===== src/rtl/int_ctrl_vec.sv =====
// Vectored interrupt controller: edge-latched pending, mask, fixed priority.
// Define INTC_NESTING_EN to let higher-priority channels preempt in service.
module int_ctrl_vec #(
    parameter int unsigned           N_IRQ       = 8,
    parameter int unsigned           VEC_W       = 8,
    parameter logic [VEC_W-1:0]      VEC_BASE    = 8'h10,
    parameter int unsigned           VEC_STRIDE  = 4,
    parameter int unsigned           SYNC_STAGES = 2
) (
    input  logic             clk,
    input  logic             reset,
    input  logic [N_IRQ-1:0] irq_in,
    input  logic             mask_we,
    input  logic [N_IRQ-1:0] mask_din,
    input  logic [N_IRQ-1:0] pend_clr,
    input  logic             irq_ack,
    input  logic             irq_ret,
    output logic             irq_req,
    output logic [VEC_W-1:0] irq_vec,
    output logic [N_IRQ-1:0] pend_out,
    output logic [N_IRQ-1:0] isr_out,
    output logic [N_IRQ-1:0] mask_out
);

    localparam int unsigned IDX_W = (N_IRQ > 1) ? $clog2(N_IRQ) : 1;

    typedef enum logic {
        IDLE,
        REQ
    } state_e;

    logic [N_IRQ-1:0] sync_q [SYNC_STAGES];
    logic [N_IRQ-1:0] prev_q;
    logic [N_IRQ-1:0] rise;

    state_e           state_q, state_d;
    logic             req_q, req_d;
    logic [VEC_W-1:0] vec_q, vec_d;
    logic [IDX_W-1:0] chan_q, chan_d;
    logic [N_IRQ-1:0] pend_q, pend_d;
    logic [N_IRQ-1:0] isr_q, isr_d;
    logic [N_IRQ-1:0] mask_q, mask_d;

    logic [N_IRQ-1:0] isr_lo, below, elig, win_oh;
    logic [N_IRQ-1:0] chan_oh, ack_clr, ret_clr;
    logic [IDX_W-1:0] win_idx;
    logic [VEC_W-1:0] vec_calc;
    logic             any_elig, ack_fire;

    always_ff @(posedge clk or posedge reset) begin
        if (reset) begin
            for (int s = 0; s < SYNC_STAGES; s++) sync_q[s] <= '0;
            prev_q <= '0;
        end else begin
            sync_q[0] <= irq_in;
            for (int s = 1; s < SYNC_STAGES; s++) sync_q[s] <= sync_q[s-1];
            prev_q <= sync_q[SYNC_STAGES-1];
        end
    end

    assign rise   = sync_q[SYNC_STAGES-1] & ~prev_q;
    // Two's-complement trick isolates the lowest set bit.
    assign isr_lo = isr_q & (~isr_q + N_IRQ'(1));

`ifdef INTC_NESTING_EN
    assign below   = (isr_q == '0) ? '1 : (isr_lo - N_IRQ'(1));
    assign ret_clr = irq_ret ? isr_lo : '0;
`else
    assign below   = (isr_q == '0) ? '1 : '0;
    assign ret_clr = irq_ret ? isr_q : '0;
`endif

    assign elig     = pend_q & mask_q & below;
    assign win_oh   = elig & (~elig + N_IRQ'(1));
    assign any_elig = |elig;

    always_comb begin
        win_idx = '0;
        chan_oh = '0;
        for (int i = 0; i < N_IRQ; i++) begin
            if (win_oh[i]) win_idx = IDX_W'(i);
            chan_oh[i] = (chan_q == IDX_W'(i));
        end
    end

    assign vec_calc = VEC_W'(int'(VEC_BASE) + int'(win_idx) * int'(VEC_STRIDE));

    always_comb begin
        state_d  = state_q;
        req_d    = req_q;
        vec_d    = vec_q;
        chan_d   = chan_q;
        ack_fire = 1'b0;
        unique case (state_q)
            IDLE: begin
                if (any_elig) begin
                    chan_d  = win_idx;
                    vec_d   = vec_calc;
                    req_d   = 1'b1;
                    state_d = REQ;
                end
            end
            REQ: begin
                if (irq_ack) begin
                    ack_fire = 1'b1;
                    req_d    = 1'b0;
                    state_d  = IDLE;
                end else if (|(pend_clr & chan_oh)) begin
                    req_d   = 1'b0;
                    state_d = IDLE;
                end
            end
            default: state_d = IDLE;
        endcase
    end

    assign ack_clr = ack_fire ? chan_oh : '0;
    // A fresh edge wins over any clear in the same cycle.
    assign pend_d  = (pend_q & ~pend_clr & ~ack_clr) | rise;
    assign isr_d   = (isr_q & ~ret_clr) | ack_clr;
    assign mask_d  = mask_we ? mask_din : mask_q;

    always_ff @(posedge clk or posedge reset) begin
        if (reset) begin
            state_q <= IDLE;
            req_q   <= 1'b0;
            vec_q   <= '0;
            chan_q  <= '0;
            pend_q  <= '0;
            isr_q   <= '0;
            mask_q  <= '0;
        end else begin
            state_q <= state_d;
            req_q   <= req_d;
            vec_q   <= vec_d;
            chan_q  <= chan_d;
            pend_q  <= pend_d;
            isr_q   <= isr_d;
            mask_q  <= mask_d;
        end
    end

    assign irq_req  = req_q;
    assign irq_vec  = vec_q;
    assign pend_out = pend_q;
    assign isr_out  = isr_q;
    assign mask_out = mask_q;

endmodule

===== config.mk =====
export PLATFORM = sky130hd
export DESIGN_NAME = int_ctrl_vec
export DESIGN_NICKNAME = d
export VERILOG_FILES = /design/src/rtl/int_ctrl_vec.sv
export SDC_FILE = /design/constraint.sdc
export NUM_CORES = 1
export LEC_CHECK = 0
export ABC_AREA = 1
export CORE_ASPECT_RATIO = 2
export CORE_MARGIN = 5
export CORE_UTILIZATION = 51
export DETAILED_ROUTE_END_ITERATION = 12
export PLACE_DENSITY = 0.86
export SLEW_MARGIN = 10
export SYNTH_ARGS = -nofsm -noshare
export SYNTH_HDL_FRONTEND = slang
export SYNTH_SLANG_ARGS = --single-unit

===== constraint.sdc =====
create_clock -name clk -period 4.9 [get_ports clk]
set_clock_uncertainty 0.1 [all_clocks]
set_input_delay 0.98 -clock clk [delete_from_list [all_inputs] [get_ports clk]]
set_output_delay 0.98 -clock clk [all_outputs]
set_load 0.005 [all_outputs]

==> flow_metrics.tcl <==
set metrics [dict create \
    drtAntennaViolNets 0 \
    syn_avg_cell_area_um2 10.4 \
    first_iter_violations 52 \
    ys_ff_latch 54 \
    synth_top_flop_cell "dfrtp_1" \
    status "finished, final reports clean" \
    synth_cell_type_count 30 \
    yosysTopAreaCell "dfrtp_1" \
    slew_headroom_pct 40.5 \
    worstHoldStart "sync_q[13]$_DFF_PP0_" \
    placed_cells_incl_taps 319 \
    sw_frac_of_total_pct 35.6 \
    fill_cells 333 \
    place_area_mm2 0.00282 \
    pwr-share-comb_pct 35.4 \
    cts_buffers 5 \
    critPathArrivalTime_ns 1.47 \
    cts.sinks 54 \
    timing.hold.ws_ns 0.251 \
    hold_viol 0 \
    vdd_drop_max_mv 0.481 \
    clock_latency_ns 0.31 \
    clkPwrFrac_pct 21.5 \
    row_count 34 \
    cts_setup_buffers 0 \
    setup_tns_ns 0 \
    rsz0062_at_grt "no" \
    synth_top_area_share_pct 60.4 \
    stdcell_count 327 \
    start_util_pct 52.1 \
    io_pins 62 \
    synth.most_common_cell "dfrtp_1" \
    synth_warnings 0 \
    place_hpwl_mm 3.87 \
    power.leakage_nw 1.36 \
    final_area_mm2 0.00294 \
    cts_tree "done" \
    drive_gt1_share_pct 10.3 \
    crit_slowest_cell "dfrtp_1" \
    critPathLaunchType "flip-flop" \
    pwr_density_cell_mw_per_mm2 460 \
    clk_pin_slew_ns 0.10 \
    die_area_mm2 0.00589 \
    path_buf_inv 1 \
    antenna_found_initial 0 \
    syn-cell-area_mm2 0.00224 \
    grt_pass1_wl_mm 8.14 \
    crit_type "reg -> out" \
    ctsHoldBuffers 0 \
    syn_inst 215 \
    cp_max_fo 12 \
    p_sw_mw 0.481 \
    num_vias 1709 \
    timing.rr.start "isr_out[3]$_DFF_PP0_" \
    required_ns 3.82 \
    critical-path-top-delay-family "flip-flops" \
    slowest_delay_ns 0.59 \
    area_growth_pct 31.2 \
    cts_resized 0 \
    via_per_inst 5.23 \
    wire_per_inst_um 15.3 \
    grt_pass1_vias 1681 \
    grt_max_degree 55 \
    worstPathCellList "clkdlybuf4s50_1" \
    drt_wl_total_mm 5.01 \
    synth_common_cells "dfrtp_1, inv_1, nand2_1" \
    dr.pass1.iters 4 \
    seqPwrFrac_pct 43.1 \
    grtUsageTotal_pct 17.9 \
    worstHoldPathType "reg -> reg" \
    clock_path_buffers 2 \
    die_w_um 56.8 \
    diodes 0 \
    htreeDepth 2 \
    period_share_pct 52.1 \
    cap_violations 0 \
    synthArstFlopShare_pct 100 \
    globalRouteOverflowTotal 0 \
    yosysSeqAreaShare_pct 60.4 \
    drc 0 \
    worst_slew_pin_slew_ns 0.891 \
    finalSetupViolCount 0 \
    max_freq_ghz 0.392 \
    internal_power_mw 0.869 \
    finalMaxSlewViolations 0 \
    nets 301 \
    core_mm2 0.00430 \
    synth_edf_count 0 \
    io_buffers 57 \
    die-height_um 104 \
    worstSetupStartpoint "chan_q[0]$_DFFE_PP0P_" \
    cp-end-kind "primary output" \
    globalplace.congestion 0.890 \
    fin_crit_ns 2.55 \
    clock_tree.root_cell "clkbuf_8" \
    synthTopCellsByArea "dfrtp_1, inv_1, nand2_1" \
]
worst paths after layout:
path | cells after the start | end | slack (ns)
worst max-delay path | 1 | irq_vec[2] | 2.35
worst min-delay path | 0 | sync_q[5]$_DFF_PP0_ | 0.25
worst max register to register | 10 | irq_vec[4]$_DFFE_PP0P_ | 2.84
worst min register to register | 0 | sync_q[5]$_DFF_PP0_ | 0.25
max in group asynchronous | 2 | prev_q[0]$_DFF_PP0_ | 3.12
min in group asynchronous | 2 | mask_out[5]$_DFFE_PP0P_ | 1.04
area by class of cell:
class	count	area, um^2	area share [%]
Timing Repair Buffer	57	571	19.4
Multi-Input combinational cell	110	667	22.7
Inverter	44	169	5.75
Tap cell	54	67.6	2.30
Clock inverter	2	37.5	1.28
Clock buffer	6	72.6	2.47
Sequential cell	54	1350	46.0
layer usage:
layer	vias up	global-route usage [%]	routed length (um)
met4	0	10.4	221
met3	12	3.24	274
li1	815	-	-
met2	67	31.1	2840
met1	815	19.6	1670
met5	-	0	0
cell usage in the layout, fill, tap and decap left out:
master	n
inv_2	4
o22ai_1	1
bufinv_16	1
conb_1	4
inv_1	38
nand3b_1	1
o21ai_0	1
o32ai_1	8
nand2_2	1
clkdlybuf4s50_1	57
nand2_1	28
nand4_1	12
nor2_4	2
nor4_1	7
nor2_1	10
clkbuf_8	5
o21ai_1	6
dfrtp_1	54
clkbuf_1	1
nor2_2	1
nor3_1	1
mux2_2	8
inv_4	1
clkinvlp_4	1
o2111ai_1	1
nand3_1	7
o21bai_1	7
o21ai_2	2
clkinv_2	1
nor2_8	1
o31ai_1	1
cells by family after synthesis:
| kind of cell | Yosys count | synth area share [%] |
|---|---|---|
| simple gates | 71 | 16.3 |
| buf+inv | 54 | 10.3 |
| other cells | 1 | 0.168 |
| mux | 8 | 4.03 |
| flops | 54 | 60.4 |
| compound gates | 27 | 8.84 |
metrics by stage:
stage          util (%)  setup slack (ns)  total power, mW
5_1_grt            68.3              2.30             1.43
3_3_place_gp       65.7              2.45             1.05
2_1_floorplan         -              2.51            0.900
4_1_cts            68.3              2.35             1.36
3_5_place_dp       65.7              2.44             1.07
6_report           68.3              2.35             1.35
power by group through the flow:
stage | logic, mW | registers [mW] | clock network [mW]
5_1_grt | 0.525 | 0.593 | 0.313
3_5_place_dp | 0.477 | 0.589 | 0
3_3_place_gp | 0.466 | 0.586 | 0
6_report | 0.478 | 0.582 | 0.291
2_1_floorplan | 0.343 | 0.557 | 0
4_1_cts | 0.479 | 0.581 | 0.298
registers in the layout, indices dropped and copies added, names as in the netlist:
signal	flops
prev_q	8
pend_out	8
irq_req	1
mask_out	8
sync_q	16
isr_out	8
state_q	1
irq_vec	2
chan_q	2
Power figures use the tool's default switching activity.
